$ cat src/rtl/reg_writeback_pkg.sv
// Shared types and constants for the register-file writeback stage.
package reg_wb_pkg;

  typedef enum logic [1:0] {
    SRC_ALU  = 2'b00,
    SRC_LOAD = 2'b01,
    SRC_LINK = 2'b10,
    SRC_NONE = 2'b11
  } wb_src_t;

  typedef enum logic [1:0] {
    IDLE     = 2'd0,
    WAIT_MEM = 2'd1,
    WRITE    = 2'd2
  } wb_state_t;

  localparam logic [2:0] F3_LB  = 3'b000;
  localparam logic [2:0] F3_LH  = 3'b001;
  localparam logic [2:0] F3_LW  = 3'b010;
  localparam logic [2:0] F3_LBU = 3'b100;
  localparam logic [2:0] F3_LHU = 3'b101;

endpackage

$ cat src/rtl/reg_writeback_if.sv
// Upstream result, memory response and register-file write bundle.
interface reg_writeback_if;
  logic        in_valid;
  logic        in_ready;
  logic [1:0]  in_src;
  logic [4:0]  in_rd;
  logic [31:0] in_data;
  logic [2:0]  in_funct3;
  logic [1:0]  in_addr_lo;
  logic        mem_rvalid;
  logic [31:0] mem_rdata;
  logic        LdR;
  logic [4:0]  RD;
  logic [31:0] DataR;
  logic        load_err;

  modport master (
    output in_valid, in_src, in_rd, in_data, in_funct3, in_addr_lo,
    output mem_rvalid, mem_rdata,
    input  in_ready, LdR, RD, DataR, load_err
  );

  modport slave (
    input  in_valid, in_src, in_rd, in_data, in_funct3, in_addr_lo,
    input  mem_rvalid, mem_rdata,
    output in_ready, LdR, RD, DataR, load_err
  );
endinterface

$ cat src/rtl/reg_writeback_load_extend.sv
// Combinational load formatter: selects byte/half/word from an aligned word,
// extends it, and flags misaligned or unsupported funct3 encodings.
module load_extend
  import reg_wb_pkg::*;
(
  input  logic [2:0]  i_funct3,
  input  logic [1:0]  i_addr_lo,
  input  logic [31:0] i_rdata,
  output logic [31:0] o_data,
  output logic        o_err
);

  logic [7:0]  w_byte;
  logic [15:0] w_half;

  // Lane select and extension
  always_comb begin
    w_byte = 8'h00;
    case (i_addr_lo)
      2'd0:    w_byte = i_rdata[7:0];
      2'd1:    w_byte = i_rdata[15:8];
      2'd2:    w_byte = i_rdata[23:16];
      2'd3:    w_byte = i_rdata[31:24];
      default: w_byte = 8'h00;
    endcase
    w_half = i_addr_lo[1] ? i_rdata[31:16] : i_rdata[15:0];

    o_data = 32'h0000_0000;
    o_err  = 1'b0;
    case (i_funct3)
      F3_LB:  o_data = {{24{w_byte[7]}}, w_byte};
      F3_LBU: o_data = {24'h00_0000, w_byte};
      F3_LH: begin
        if (i_addr_lo[0]) o_err  = 1'b1;
        else              o_data = {{16{w_half[15]}}, w_half};
      end
      F3_LHU: begin
        if (i_addr_lo[0]) o_err  = 1'b1;
        else              o_data = {16'h0000, w_half};
      end
      F3_LW: begin
        if (i_addr_lo != 2'b00) o_err  = 1'b1;
        else                    o_data = i_rdata;
      end
      default: o_err = 1'b1;
    endcase
  end

endmodule

$ cat src/rtl/reg_writeback.sv
// Writeback stage feeding the 32x32 register file write port.
// Optional forwarding outputs are built when REG_WB_BYPASS_EN is defined.
module reg_writeback
  import reg_wb_pkg::*;
#(
  parameter int XLEN            = 32,
  parameter bit R_ZERO_SUPPRESS = 1'b1
) (
  input  logic           CLK,
  input  logic           RST,
  input  logic           clk_cpu,
  reg_writeback_if.slave bus
`ifdef REG_WB_BYPASS_EN
  ,
  output logic           byp_valid,
  output logic [4:0]     byp_rd,
  output logic [31:0]    byp_data
`endif
);

  wb_state_t       r_state, w_state_nxt;
  logic [4:0]      r_rd, w_rd_nxt;
  logic [XLEN-1:0] r_data, w_data_nxt;
  logic [2:0]      r_funct3, w_funct3_nxt;
  logic [1:0]      r_addr_lo, w_addr_lo_nxt;
  logic            r_ldr, w_ldr_nxt;
  logic            r_load_err, w_load_err_nxt;
  logic [31:0]     w_ld_data;
  logic            w_ld_err;

  function automatic logic wr_allowed(input logic [4:0] rd);
    return !(R_ZERO_SUPPRESS && (rd == 5'd0));
  endfunction

  load_extend u_load_extend (
    .i_funct3  (r_funct3),
    .i_addr_lo (r_addr_lo),
    .i_rdata   (bus.mem_rdata),
    .o_data    (w_ld_data),
    .o_err     (w_ld_err)
  );

  // State register
  always_ff @(posedge CLK or posedge RST) begin
    if (RST) r_state <= IDLE;
    else     r_state <= w_state_nxt;
  end

  // Next-state and next-output logic; everything holds while clk_cpu is low
  always_comb begin
    w_state_nxt    = r_state;
    w_rd_nxt       = r_rd;
    w_data_nxt     = r_data;
    w_funct3_nxt   = r_funct3;
    w_addr_lo_nxt  = r_addr_lo;
    w_ldr_nxt      = r_ldr;
    w_load_err_nxt = r_load_err;
    if (clk_cpu) begin
      w_ldr_nxt      = 1'b0;
      w_load_err_nxt = 1'b0;
      case (r_state)
        IDLE: begin
          if (bus.in_valid) begin
            w_rd_nxt      = bus.in_rd;
            w_funct3_nxt  = bus.in_funct3;
            w_addr_lo_nxt = bus.in_addr_lo;
            case (wb_src_t'(bus.in_src))
              SRC_ALU, SRC_LINK: begin
                w_data_nxt  = bus.in_data;
                w_ldr_nxt   = wr_allowed(bus.in_rd);
                w_state_nxt = WRITE;
              end
              SRC_LOAD: w_state_nxt = WAIT_MEM;
              SRC_NONE: w_state_nxt = IDLE;
              default:  w_state_nxt = IDLE;
            endcase
          end else begin
            w_state_nxt = IDLE;
          end
        end
        WAIT_MEM: begin
          // A faulting load returns straight to IDLE and leaves DataR untouched
          if (bus.mem_rvalid && w_ld_err) begin
            w_load_err_nxt = 1'b1;
            w_state_nxt    = IDLE;
          end else if (bus.mem_rvalid) begin
            w_data_nxt  = w_ld_data;
            w_ldr_nxt   = wr_allowed(r_rd);
            w_state_nxt = WRITE;
          end else begin
            w_state_nxt = WAIT_MEM;
          end
        end
        WRITE:   w_state_nxt = IDLE;
        default: w_state_nxt = IDLE;
      endcase
    end else begin
      w_state_nxt = r_state;
    end
  end

  // Captured transaction fields and registered write-port outputs
  always_ff @(posedge CLK or posedge RST) begin
    if (RST) begin
      r_rd       <= 5'd0;
      r_data     <= '0;
      r_funct3   <= 3'b000;
      r_addr_lo  <= 2'b00;
      r_ldr      <= 1'b0;
      r_load_err <= 1'b0;
    end else begin
      r_rd       <= w_rd_nxt;
      r_data     <= w_data_nxt;
      r_funct3   <= w_funct3_nxt;
      r_addr_lo  <= w_addr_lo_nxt;
      r_ldr      <= w_ldr_nxt;
      r_load_err <= w_load_err_nxt;
    end
  end

  assign bus.in_ready = (r_state == IDLE);
  assign bus.LdR      = r_ldr;
  assign bus.RD       = r_rd;
  assign bus.DataR    = r_data;
  assign bus.load_err = r_load_err;

`ifdef REG_WB_BYPASS_EN
  assign byp_valid = (r_state == WRITE) && r_ldr;
  assign byp_rd    = r_rd;
  assign byp_data  = r_data;
`endif

endmodule

$ cat src/flat_wrapper.sv
// flat-port wrapper written by rule: the top's interface ports become plain ports
module reg_writeback_flat import reg_wb_pkg::*;
#(
  parameter int XLEN            = 32,
  parameter bit R_ZERO_SUPPRESS = 1'b1
)
  (CLK, RST, clk_cpu, bus_in_valid, bus_in_src, bus_in_rd, bus_in_data, bus_in_funct3, bus_in_addr_lo, bus_mem_rvalid, bus_mem_rdata, bus_in_ready, bus_LdR, bus_RD, bus_DataR, bus_load_err);
  reg_writeback_if bus_i ();
  input  logic CLK;
  input  logic RST;
  input  logic clk_cpu;
  input wire logic [$bits(bus_i.in_valid)-1:0] bus_in_valid;
  input wire logic [$bits(bus_i.in_src)-1:0] bus_in_src;
  input wire logic [$bits(bus_i.in_rd)-1:0] bus_in_rd;
  input wire logic [$bits(bus_i.in_data)-1:0] bus_in_data;
  input wire logic [$bits(bus_i.in_funct3)-1:0] bus_in_funct3;
  input wire logic [$bits(bus_i.in_addr_lo)-1:0] bus_in_addr_lo;
  input wire logic [$bits(bus_i.mem_rvalid)-1:0] bus_mem_rvalid;
  input wire logic [$bits(bus_i.mem_rdata)-1:0] bus_mem_rdata;
  output wire logic [$bits(bus_i.in_ready)-1:0] bus_in_ready;
  output wire logic [$bits(bus_i.LdR)-1:0] bus_LdR;
  output wire logic [$bits(bus_i.RD)-1:0] bus_RD;
  output wire logic [$bits(bus_i.DataR)-1:0] bus_DataR;
  output wire logic [$bits(bus_i.load_err)-1:0] bus_load_err;
  assign bus_i.in_valid = bus_in_valid;
  assign bus_i.in_src = bus_in_src;
  assign bus_i.in_rd = bus_in_rd;
  assign bus_i.in_data = bus_in_data;
  assign bus_i.in_funct3 = bus_in_funct3;
  assign bus_i.in_addr_lo = bus_in_addr_lo;
  assign bus_i.mem_rvalid = bus_mem_rvalid;
  assign bus_i.mem_rdata = bus_mem_rdata;
  assign bus_in_ready = bus_i.in_ready;
  assign bus_LdR = bus_i.LdR;
  assign bus_RD = bus_i.RD;
  assign bus_DataR = bus_i.DataR;
  assign bus_load_err = bus_i.load_err;
  reg_writeback #(.XLEN(XLEN), .R_ZERO_SUPPRESS(R_ZERO_SUPPRESS)) u_core (.CLK(CLK), .RST(RST), .clk_cpu(clk_cpu), .bus(bus_i));
endmodule
$ cat config.mk
export PLATFORM = sky130hd
export DESIGN_NAME = reg_writeback_flat
export DESIGN_NICKNAME = d
export VERILOG_FILES = /design/src/rtl/reg_writeback_pkg.sv /design/src/rtl/reg_writeback_if.sv /design/src/rtl/reg_writeback_load_extend.sv /design/src/rtl/reg_writeback.sv /design/src/flat_wrapper.sv
export SDC_FILE = /design/constraint.sdc
export NUM_CORES = 1
export LEC_CHECK = 0
export BUFFER_PORTS_ARGS = -buffer_cell sky130_fd_sc_hd__buf_4
export CAP_MARGIN = 40
export CORE_MARGIN = 2
export CORE_UTILIZATION = 40
export CTS_CLUSTER_DIAMETER = 50
export DETAILED_ROUTE_END_ITERATION = 10
export PLACE_DENSITY_LB_ADDON = 0.25
export SLEW_MARGIN = 20
export SYNTH_ARGS = -nofsm -noshare
export SYNTH_HDL_FRONTEND = slang
export SYNTH_SLANG_ARGS = --single-unit
$ cat constraint.sdc
create_clock -name CLK -period 2.9 [get_ports CLK]
set_clock_uncertainty 0.15 [all_clocks]
set_input_delay 0.145 -clock CLK [delete_from_list [all_inputs] [get_ports CLK]]
set_output_delay 0.145 -clock CLK [all_outputs]
set_load 0.05 [all_outputs]
-- Yosys cells after proc, flatten, opt, wreduce, memory -nomap -nowiden
Cells that the tools add are included.
- register bits: 46
- logic and storage cells: 64
- equal/unequal tests: 15
- mux-type cells: 26
- reduce and logical (&&, ||, !) cells: 16
- operator list (kind ; count):
    two-way mux 32 bit ; 6
    one-hot mux 32 bit (5 select lines) ; 1
    one-hot mux 32 bit (2 select lines) ; 1
    two-way mux 16 bit ; 2
    one-hot mux 8 bit (4 select lines) ; 1
    zero test 5 bit ; 2
    equality test 2 bit, second input constant ; 4
    two-way mux 1 bit ; 8
    equality test 2 x 1 -> 1 bit, second input constant ; 3
    equality test 3 bit, second input constant ; 2
    zero test 2 bit ; 3
    two-way mux 2 bit ; 3
    inequality test 2 bit, second input constant ; 3
    one-hot mux 2 bit (3 select lines) ; 1
    AND reduction 6 bit ; 1
    OR reduction 2 bit ; 3
    one-hot mux 2 bit (2 select lines) ; 1
    nonzero test 2 bit ; 2
    equality test 3 x 1 -> 1 bit, second input constant ; 1
    equality test 3 x 2 -> 1 bit, second input constant ; 1
    zero test 3 bit ; 1
    one-hot mux 1 bit (3 select lines) ; 1
    AND reduction 3 bit ; 1
    zero test 1 bit ; 2
    3 further kinds ; 3

-- Logic depth before layout (Yosys ltp)
Gate-level depths: netlist (run 1).
- depth in word-level cells: 6
- depth in mapped cells: 8

-- Hierarchy
From an unflattened synthesis (run 1), not the netlist that was laid out.
- cell total of the unflattened synthesis: 259
- area total of the unflattened synthesis: 3004.1 um^2
- by module, submodules not included (module ; instances ; cells each ; area each (um^2) ; sequential area each (um^2)):
    reg_writeback ; 1 ; 151 ; 2203.4 ; 1151.1
    load_extend ; 1 ; 108 ; 800.8 ; 0.0

-- Worst setup path after synthesis (run 1)
OpenSTA, ideal clock, no wires.
- kind: reg-to-reg
- from: register u_core.r_state[0]
- to: register u_core.r_rd[0], in the netlist u_core.bus.RD[0]
- arrival: 2076 ps
- data required time: 2625 ps
- setup slack: 549 ps
- cell stages (with the launch flop): 5
- clock period less this slack: 2351 ps
- path through: dfrtp_1 -> nor2_1 -> and3_1 -> clkbuf_1 -> mux2_2
- longest elaborated chain between the ends: 2
- ends and longest elaborated chain (element ; RTL line ; text):
    start: declaration ; reg_writeback.sv:21 ; wb_state_t r_state, w_state_nxt;
    start signal: assignment ; reg_writeback.sv:46 ; else r_state <= w_state_nxt;
    zero test 2 bit ; -- ;
    net bus_in_ready ; flat_wrapper.sv:20 ; output wire logic [$bits(bus_i.in_ready)-1:0] bus_in_ready;
    AND reduction 3 bit (no line) ; -- ;
    end signal: assignment ; reg_writeback.sv:112 ; r_rd <= w_rd_nxt;
    end: declaration ; reg_writeback.sv:22 ; logic [4:0] r_rd, w_rd_nxt;
The timed path passes the listed nets, and every way through them passes these cells.
A chain may end at the register's enable or synchronous reset.

-- Worst setup path after layout (run 1)
- from: register u_core.r_addr_lo[0]
- to: register u_core.r_data[23], in the netlist u_core.bus.DataR[23]
- longest elaborated chain between the ends: 6
- elaborated cells between the ends (all ways): 18
- those cells by class: 4 x eq/ne; 10 x mux; 4 x reduce/logical
- ends and longest elaborated chain (element ; RTL line ; text):
    start: declaration ; reg_writeback.sv:25 ; logic [1:0] r_addr_lo, w_addr_lo_nxt;
    start signal: assignment ; reg_writeback.sv:115 ; r_addr_lo <= w_addr_lo_nxt;
    equality test 2 bit (tied with other cells) ; reg_writeback_load_extend.sv:19 ; case (i_addr_lo)
    one-hot mux 8 bit (4 select lines) (tied with other cells) ; reg_writeback_load_extend.sv:19 ;
    one-hot mux 32 bit (5 select lines) or one-hot mux 1 bit (3 select lines) (tied branches) ; reg_writeback_load_extend.sv:30 ; case (i_funct3)
    two-way mux 32 bit or logical AND 1 bit (tied branches) ; reg_writeback.sv:86, reg_writeback.sv:83 ;
    two-way mux 32 bit or inequality test 2 bit (tied branches) ; -- ;
    one-hot mux 32 bit (2 select lines) or AND reduction 6 bit (tied branches) ; -- ;
    end signal: assignment ; reg_writeback.sv:113 ; r_data <= w_data_nxt;
    end: declaration ; reg_writeback.sv:23 ; logic [XLEN-1:0] r_data, w_data_nxt;
Several ways; a longest one is shown, not always the timed one. The select of a mux whose other input is x is not followed.

==> flow_metrics.env, run 1 <==
export IMPL_htreeDepth=2
export IMPL_irDropWorstVdd_mv=0.4783
export IMPL_grt_pass1_wl_microns=14280
export IMPL_clk_pin_slew_ns=0.09
export IMPL_num_vias=3100
export IMPL_drt_initial_drc_count=239
export IMPL_totalNegativeSetupSlack_ns=0
export IMPL_syn_area_sq_mm=0.002831
export IMPL_grtUsageTotal=0.2375
export IMPL_clock_latency_ns=0.30
export IMPL_slew_headroom=0.5436
export IMPL_final_cell_mix="buf_4 (127), dfrtp_1 (46), nand2_1 (45)"
export IMPL_post_route_util=0.6189
export IMPL_antenna_cells=0
export IMPL_grt_max_degree=39
export IMPL_yosys_area_top_type_share=0.4065
export IMPL_drt_total_wl_microns=9154
export IMPL_period_share=0.8476
export IMPL_crit_fanout=25
export IMPL_die_area_sq_mm=0.007768
export IMPL_area_delta_synth_final_pct=49.31
export IMPL_pin_count=121
export IMPL_rows=30
export IMPL_seq_area_frac_synth=0.4065
export IMPL_clockBufferDepth=2
export IMPL_antenna_found_initial=0
export IMPL_synth_area_leaders="dfrtp_1 (41%), a21oi_1 (6.9%), nand2_1 (6.0%)"
export IMPL_die_h_microns=88.14
export IMPL_syn_nets=416
export IMPL_p_sw_mw=1.755
export IMPL_nNetsFinal=559
export IMPL_comb_power_share=0.578
export IMPL_cts_tree="built"
export IMPL_path_class="reg2reg"
export IMPL_worstPathArrival_ns=2.48
export IMPL_place_port_buffers=120
export IMPL_hold_class="in2reg"
export IMPL_cts_buffers=5
export IMPL_overflow=0
export IMPL_routed_via_density=5.401
export IMPL_clockRootBuffer="clkbuf_8"
export IMPL_cap_violations=0
export IMPL_ant_nets=0
export IMPL_crit_required_ns=2.93
export IMPL_synth_cell_types=39
export IMPL_power_internal_mw=1.716
export IMPL_end_kind="flop"
export IMPL_netSwitchingFraction=0.5056
export IMPL_start_util=0.4145
export IMPL_drt_pass1_iter_count=5
export IMPL_place_congestion=0.9067
export IMPL_clock_power_share=0.112
export IMPL_outcome="finished, final reports clean"
export IMPL_yosysTopAreaCell="dfrtp_1"
export IMPL_drc=0
export IMPL_fp_dieW_microns=88.14
export IMPL_cts_sinks=46
export IMPL_wire_per_inst_microns=15.95
export IMPL_slew_viol_final=0
export IMPL_p_leak_nw=1.886
export IMPL_avgSynthCellArea_sq_um=8.452
export IMPL_cp_start_kind="flop"
export IMPL_grt_setup_unrepaired="false"
export IMPL_fp_coreArea_sq_mm=0.006832
export IMPL_fmax_mhz=406.8
export IMPL_hold_viol=0
export IMPL_cts_setup_buffers=0
export IMPL_ff2ff_setup_slack_ns=0.44
export IMPL_setup_violations=0
export IMPL_dpl_hpwl_microns=6740
export IMPL_seq_power_share=0.310
export IMPL_layout_commonest_cell="buf_4"
export IMPL_synth_cells=335
export IMPL_drive_gt1_frac=0.3368
export IMPL_ys_ff_latch=46
export IMPL_tightest_slew_ns=0.6846
export IMPL_grt_pass1_vias=2946
export IMPL_synth_warnings=0
export IMPL_p_per_area_mw_per_mm2=820.8
export IMPL_period_minus_slack_ns=2.458
## power groups by stage
stage / combinational (mW) / sequential, mW / clock [mW]
3_5_place_dp: 1.96 / 1.08 / 0
6_report: 2.01 / 1.07 / 0.390
2_1_floorplan: 0.719 / 1.72 / 0
3_3_place_gp: 1.94 / 1.08 / 0
4_1_cts: 2.00 / 1.07 / 0.402
5_1_grt: 2.14 / 1.11 / 0.430
## final timing paths
path | from | endpoint | depth (start not counted)
max in group asynchronous | RST | u_core.r_funct3[2] | 4
min in group asynchronous | RST | u_core.bus.DataR[6] | 3
setup reg to reg | u_core.r_addr_lo[0] | u_core.bus.DataR[23] | 6
hold reg to reg | u_core.bus.load_err | u_core.bus.load_err | 1
setup / recovery | u_core.r_addr_lo[0] | u_core.bus.DataR[23] | 6
hold / removal | bus_in_data[16] | u_core.bus.DataR[16] | 3
## what timing repair did
item | CTS | global route
gates resized for setup | 0 | 0
hold buffers | 32 | 0
hold endpoints to repair | 51 | 0
## flip-flops by register name, indices dropped and copies added (netlist names)
name                 flops
u_core.bus.load_err      1
u_core.bus.LdR           1
u_core.r_funct3          3
u_core.bus.DataR        32
u_core.r_state           2
u_core.bus.RD            5
u_core.r_addr_lo         2
## cell usage after synthesis (all sizes together)
master	instances
nor2b	20
nor2	37
a21o	1
and3b	7
nand2b	1
a22oi	23
and4b	1
o2bb2ai	1
a211oi	1
o22ai	3
o32ai	1
and3	1
mux2	13
o2111ai	2
nand2	45
or4b	1
buf	6
nand3	8
dfrtp	46
nor4b	1
a21oi	39
a32oi	1
o21ai	24
inv	6
o211ai	1
a31oi	17
o221ai	1
nand3b	1
nand4b	1
or4	2
clkbuf	18
nor3	2
a222oi	1
nor3b	2
## per-layer routing
metal	vias up	GRT usage	share of wire
met5	-	0	0
met4	0	0.05923	0.014
met3	15	0.04713	0.073
met2	142	0.3864	0.48
met1	1453	0.3269	0.44
li1	1490	-	-
## cell families after synthesis
group | Yosys count | synth area share
muxes | 13 | 0.05303
and+or+nand+nor | 130 | 0.2271
DFF | 46 | 0.4065
AOI/OAI and AO/OA | 116 | 0.2669
buffers and inverters | 30 | 0.04639
## worst max-delay path, stage by stage (launching register included)
cell and delay, ns:
dfrtp_1 0.79, mux2_2 0.44, a222oi_1 0.32, buf_4 0.27, nand2_1 0.08, a22oi_1 0.18
a21oi_1 0.09
## metrics by stage
step / hold WS (ns) / area, sq um / worst slack, ns / instances / power (mW)
final: 0.003284 / 4228 / 0.4419 / 574 / 3.470
after detailed placement: 0.05590 / 3827 / 0.5017 / 535 / 3.044
after floorplan: 0.09102 / 2831 / 0.5490 / 335 / 2.440
after global routing: 0.005877 / 4228 / 0.2425 / 574 / 3.681
after global placement: 0.2306 / 3807 / 0.5070 / 534 / 3.011
after CTS: 0.002668 / 4228 / 0.4840 / 574 / 3.475
## area by class of cell
type,count,area [sq um]
clock inverters,1,7.507
flip-flops and latches,46,1151
fillers,609,2604
clock buffers,6,72.57
well taps,96,120.1
multi-input cells,259,1560
inverters,6,22.52
repair buffers,160,1294
No activity file was read; power rests on OpenSTA's default activity.
==> inputs of run 2 (changes only) <==
==> constraint.sdc (replaced) <==
create_clock -name CLK -period 2.3 [get_ports CLK]
set_clock_uncertainty 0.15 [all_clocks]
set_input_delay 0.115 -clock CLK [delete_from_list [all_inputs] [get_ports CLK]]
set_output_delay 0.115 -clock CLK [all_outputs]
set_load 0.05 [all_outputs]
==> run 2 against run 1 <==
  * The flow now finishes with violations (hold timing)
  * Global-route usage is 1.1 points higher
  * Design area is 5.5% higher
  * Via count is 3.3% higher
  * Highest routed layer unchanged
  * Total power is 32% higher
  * Register-to-register slack worse by 0.22 ns
  * Non-clock buffer count is 22 higher
  * Combinational power is 32% higher
  * Critical path depth is 1 higher
  * Largest cell class unchanged
  * Count of clock-buffer cells in the layout stayed put
  * Largest power group unchanged
  * Maximum frequency is 18% higher
==> flow_metrics.env, run 2 (same netlist as run 1, synthesis figures left out) <==
export IMPL_outcome="finished with violations"
export IMPL_failed_checks="hold timing"
export IMPL_cap_violations=0
export IMPL_grt_pass1_wl_microns=14970
export IMPL_place_port_buffers=120
export IMPL_drt_pass1_iter_count=5
export IMPL_multi_input_area_sq_mm=0.001563
export IMPL_fp_coreArea_sq_mm=0.006832
export IMPL_crit_required_ns=2.34
export IMPL_irDropWorstVdd_mv=0.5451
export IMPL_finalInstanceArea_sq_mm=0.004461
export IMPL_path_class="reg2reg"
export IMPL_hold_viol=1
export IMPL_place_congestion=0.9704
export IMPL_routed_via_density=5.363
export IMPL_p_per_area_mw_per_mm2=1028
export IMPL_worstPathArrival_ns=2.12
export IMPL_clock_latency_ns=0.31
export IMPL_hold_class="in2reg"
export IMPL_layout_setup_ws_ns=0.2177
export IMPL_clk_pin_slew_ns=0.09
export IMPL_cts_buffers=5
export IMPL_grt_pass1_vias=3138
export IMPL_rows=30
export IMPL_crit_fanout=38
export IMPL_grt_setup_unrepaired="false"
export IMPL_drive_gt1_frac=0.3413
export IMPL_totalNegativeSetupSlack_ns=0
export IMPL_hold_ws_ns=-0.002245
export IMPL_dpl_hpwl_microns=6911
export IMPL_grtUsageTotal=0.2481
export IMPL_end_kind="flop"
export IMPL_drt_total_wl_microns=9633
export IMPL_die_h_microns=88.14
export IMPL_slew_headroom=0.5993
export IMPL_start_util=0.4145
export IMPL_area_delta_synth_final_pct=57.53
export IMPL_tightest_slew_ns=0.6010
export IMPL_clockRootBuffer="clkbuf_8"
export IMPL_antenna_found_initial=0
export IMPL_drt_initial_drc_count=229
export IMPL_ff2ff_setup_slack_ns=0.22
export IMPL_cts_setup_buffers=0
export IMPL_grt_max_degree=39
export IMPL_wire_per_inst_microns=16.14
export IMPL_largest_register_ff_count=32
export IMPL_antenna_cells=0
export IMPL_setup_violations=0
export IMPL_cp_start_kind="flop"
export IMPL_layout_commonest_cell="buf_4"
export IMPL_pin_count=121
export IMPL_cts_sinks=46
export IMPL_period_share=0.9053
export IMPL_clockBufferDepth=2
export IMPL_htreeDepth=2
export IMPL_drc=0
export IMPL_nNetsFinal=581
export IMPL_period_minus_slack_ns=2.082
export IMPL_fmax_mhz=480.2
export IMPL_register_area_sq_mm=0.001151
export IMPL_final_cell_mix="buf_4 (135), dlygate4sd3_1 (46), dfrtp_1 (46)"
export IMPL_num_vias=3202
export IMPL_p_leak_nw=1.998
export IMPL_post_route_util=0.6529
export IMPL_nFillCells=553
export IMPL_die_area_sq_mm=0.007768
export IMPL_cts_tree="built"
export IMPL_place_area_sq_mm=0.003890
export IMPL_fp_dieW_microns=88.14
export IMPL_slew_viol_final=0
export IMPL_overflow=0
export IMPL_ant_nets=0
export IMPL_dp_worst_setup_slack_ns=0.2431
## run 2: changes by cell type in the layout (fill, tap and decap cells not counted), sizes merged
| cell | delta |
|---|---|
| buf | +8 |
| bufinv | +1 |
| dlygate4sd3 | +14 |
## run 2: final timing paths
check,start,to,depth (start not counted)
max in group asynchronous,RST,u_core.bus.DataR[15],4
min in group asynchronous,RST,u_core.bus.DataR[6],3
max,u_core.r_addr_lo[0],u_core.bus.DataR[12],7
min reg2reg,u_core.bus.load_err,u_core.bus.load_err,1
max reg2reg,u_core.r_addr_lo[0],u_core.bus.DataR[12],7
min,bus_in_data[26],u_core.bus.DataR[26],3
## run 2: worst max-delay path, cell delays in order (launching register included)
cell and delay [ns]:
dfrtp_1 0.45, buf_4 0.26, nor2_1 0.09, a21oi_1 0.35, o32ai_4 0.14, buf_4 0.27
o211ai_1 0.14, o21ai_0 0.11
## run 2: layer usage
| metal | up-vias | track usage | wire length, microns |
|---|---|---|---|
| met5 | - | 0 | 0 |
| met4 | 0 | 0.06336 | 135 |
| met1 | 1502 | 0.3239 | 4053 |
| met3 | 13 | 0.05090 | 757 |
| li1 | 1540 | - | - |
| met2 | 147 | 0.4222 | 4686 |
## run 2: cell type report
class / instances / share of cell area
flip-flops and latches: 46 / 0.2581
well taps: 96 / 0.02693
clock inverters: 2 / 0.008415
inverters: 6 / 0.005049
clock buffers: 6 / 0.01627
multi-input cells: 259 / 0.3504
repair buffers: 182 / 0.3349
## run 2: per-stage QoR
step                instances  hold slack (ns)  total power, mW
finish                    597        -0.002245            4.586
global route              597         0.007373            4.828
detailed placement        543          0.03936            3.892
global placement          543          0.04052            3.854
CTS                       597         0.001308            4.570
floorplan                 335          0.06102            3.079
## run 2: report_power, final
part           switching [mW]  internal [mW]  total (mW)
Sequential              0.218           1.09        1.31
Clock                   0.301          0.325       0.626
Combinational            1.73          0.920        2.65
## run 2: repair_timing
action | in CTS | in global routing
resized for setup | 0 | 0
endpoints found under the setup margin | 0 | 0
hold buffers | 46 | 0
endpoints found under the hold margin | 65 | 0
==> inputs of run 3 (changes only) <==
==> constraint.sdc (replaced) <==
create_clock -name CLK -period 2.3 [get_ports CLK]
set_clock_uncertainty 0.15 [all_clocks]
set_input_delay 0.23 -clock CLK [delete_from_list [all_inputs] [get_ports CLK]]
set_output_delay 0.23 -clock CLK [all_outputs]
set_load 0.05 [all_outputs]
==> run 3 against run 2 <==
  * The flow now finishes without violations
  * Register-to-register slack barely moved
  * First-iteration DRC count fell by 11%
  * Sequential share of layout area rose by 2.7 points
  * Count of clock-buffer cells in the layout did not move
  * Non-clock buffer count fell by 45
  * Flip-flop and latch count did not move
  * Utilization fell by 6.2 points
  * Worst hold slack improved by 0.0049 ns
  * Wire length fell by 7.9%
  * Maximum frequency barely moved
  * Critical path type unchanged
  * Largest cell class unchanged
  * Largest power group unchanged
  * Highest routed layer unchanged
==> flow_metrics.env, run 3 (same netlist as run 1, synthesis figures left out) <==
export IMPL_outcome="finished, final reports clean"
export IMPL_hold_start="bus_in_funct3[2]"
export IMPL_end_kind="flop"
export IMPL_reg2reg_depth=6
export IMPL_p_leak_nw=1.830
export IMPL_pin_count=121
export IMPL_fp_dieW_microns=88.14
export IMPL_drive_gt1_frac=0.3794
export IMPL_grt_pass1_wl_microns=14330
export IMPL_crit_family="flip-flops"
export IMPL_die_h_microns=88.14
export IMPL_grtUsageTotal=0.2347
export IMPL_grt_max_degree=47
export IMPL_period_minus_slack_ns=2.083
export IMPL_routed_via_density=5.487
export IMPL_wire_per_inst_microns=16.07
export IMPL_nFillCells=624
export IMPL_cp_num_buf_inv=1
export IMPL_grt_setup_unrepaired="false"
export IMPL_clk_pin_slew_ns=0.09
export IMPL_ant_nets=0
export IMPL_hold_viol=0
export IMPL_overflow=0
export IMPL_slowest_stage="dfrtp_1"
export IMPL_antenna_found_initial=0
export IMPL_htreeDepth=2
export IMPL_worstPathArrival_ns=2.11
export IMPL_crit_required_ns=2.33
export IMPL_cts_tree="built"
export IMPL_totalNegativeSetupSlack_ns=0
export IMPL_setup_violations=0
export IMPL_reg2reg_from="u_core.r_addr_lo[1]"
export IMPL_start_util=0.4145
export IMPL_irDropWorstVdd_mv=0.6757
export IMPL_cts_buffers=5
export IMPL_antenna_cells=0
export IMPL_slew_headroom=0.5832
export IMPL_drt_total_wl_microns=8873
export IMPL_fmax_mhz=480.1
export IMPL_max_stage_delay_ns=0.53
export IMPL_grt_pass1_vias=2905
export IMPL_final_cell_mix="buf_4 (136), dfrtp_1 (46), nand2_1 (45)"
export IMPL_drc=0
export IMPL_drt_pass1_iter_count=5
export IMPL_area_delta_synth_final_pct=42.51
export IMPL_crit_fanout=16
export IMPL_drt_initial_drc_count=204
export IMPL_clock_latency_ns=0.30
export IMPL_dpl_hpwl_microns=6770
export IMPL_hold_depth=2
export IMPL_path_cells="mux2_2 -> a222oi_1 -> buf_4 -> nand2_1 -> a22oi_1 -> a21oi_1"
export IMPL_rows=30
export IMPL_tightest_slew_ns=0.6252
export IMPL_fp_coreArea_sq_mm=0.006832
export IMPL_ff2ff_setup_slack_ns=0.22
export IMPL_place_area_sq_mm=0.003877
export IMPL_p_per_area_mw_per_mm2=1150
export IMPL_cap_violations=0
export IMPL_hold_class="in2reg"
export IMPL_place_congestion=1.030
export IMPL_nNetsFinal=536
export IMPL_place_port_buffers=120
export IMPL_cts_sinks=46
export IMPL_clockRootBuffer="clkbuf_8"
export IMPL_cp_start_kind="flop"
export IMPL_num_vias=3029
export IMPL_die_area_sq_mm=0.007768
export IMPL_layout_commonest_cell="buf_4"
export IMPL_slew_viol_final=0
export IMPL_path_class="reg2reg"
export IMPL_finalInstanceArea_sq_mm=0.004035
export IMPL_hold_path_end="u_core.r_funct3[2]"
export IMPL_reg2reg_to="u_core.bus.DataR[25]"
export IMPL_cts_setup_buffers=0
export IMPL_period_share=0.9057
export IMPL_largest_register_ff_count=32
export IMPL_clockBufferDepth=2
==> run 3: cell types whose count changed in the layout (fill, tap and decap cells not counted), sizes merged <==
cell / before / now
dlygate4sd3: 46 / 1
clkinvlp: 1 / 0
bufinv: 1 / 2
==> run 3: how the worst max path moves through the flow <==
stage / startpoint / end / slack [ns] / depth (start not counted)
after floorplan: u_core.r_addr_lo[0] / u_core.bus.DataR[16] / 0.13 / 6
after global placement: u_core.r_addr_lo[1] / u_core.bus.DataR[31] / 0.31 / 6
after detailed placement: u_core.r_addr_lo[1] / u_core.bus.DataR[24] / 0.27 / 6
after CTS: u_core.r_funct3[1] / u_core.bus.DataR[14] / 0.24 / 6
after global routing: u_core.r_funct3[0] / u_core.bus.DataR[14] / 0.004 / 6
final: u_core.r_addr_lo[1] / u_core.bus.DataR[25] / 0.22 / 6
==> run 3: cell type report <==
| class | count | area, sq um | share of cell area |
|---|---|---|---|
| clock buffers | 6 | 82.58 | 0.02047 |
| clock inverters | 2 | 60.06 | 0.01488 |
| inverters | 6 | 22.52 | 0.005581 |
| multi-input cells | 259 | 1568 | 0.3885 |
| flip-flops and latches | 46 | 1151 | 0.2853 |
| well taps | 96 | 120.1 | 0.02977 |
| repair buffers | 137 | 1031 | 0.2555 |
==> run 3: power breakdown <==
part / internal (mW) / total, mW / switching (mW)
logic: 0.870 / 2.59 / 1.72
registers: 1.09 / 1.30 / 0.211
clock network: 0.464 / 0.747 / 0.284
total: 2.43 / 4.64 / 2.21
==> run 3: repair_timing <==
item / in CTS / in global routing
hold buffers: 1 / 0
hold endpoints to repair: 46 / 0
endpoints found under the setup margin: 0 / 1
resized for setup: 0 / 1
==> run 3: through the flow <==
stage / util / instances / setup slack, ns / hold slack, ns / power, mW
after floorplan: - / 335 / 0.1325 / 0.1760 / 3.079
final: 0.5907 / 552 / 0.2169 / 0.002701 / 4.639
after global routing: 0.5907 / 552 / 0.003642 / 0.005217 / 4.919
after CTS: 0.5899 / 552 / 0.2397 / 0.003342 / 4.643
after detailed placement: 0.5676 / 543 / 0.2726 / 0.2746 / 3.892
after global placement: 0.5676 / 543 / 0.3071 / 0.2703 / 3.850
==> run 3: metal layers <==
layer	routed length, microns	share of wire	global-route usage	up-vias
li1	-	-	-	1448
met1	3892	0.44	0.3267	1416
met2	4091	0.46	0.3726	146
met3	732	0.082	0.04901	19
met4	157	0.018	0.06474	0
met5	0	0	0	-
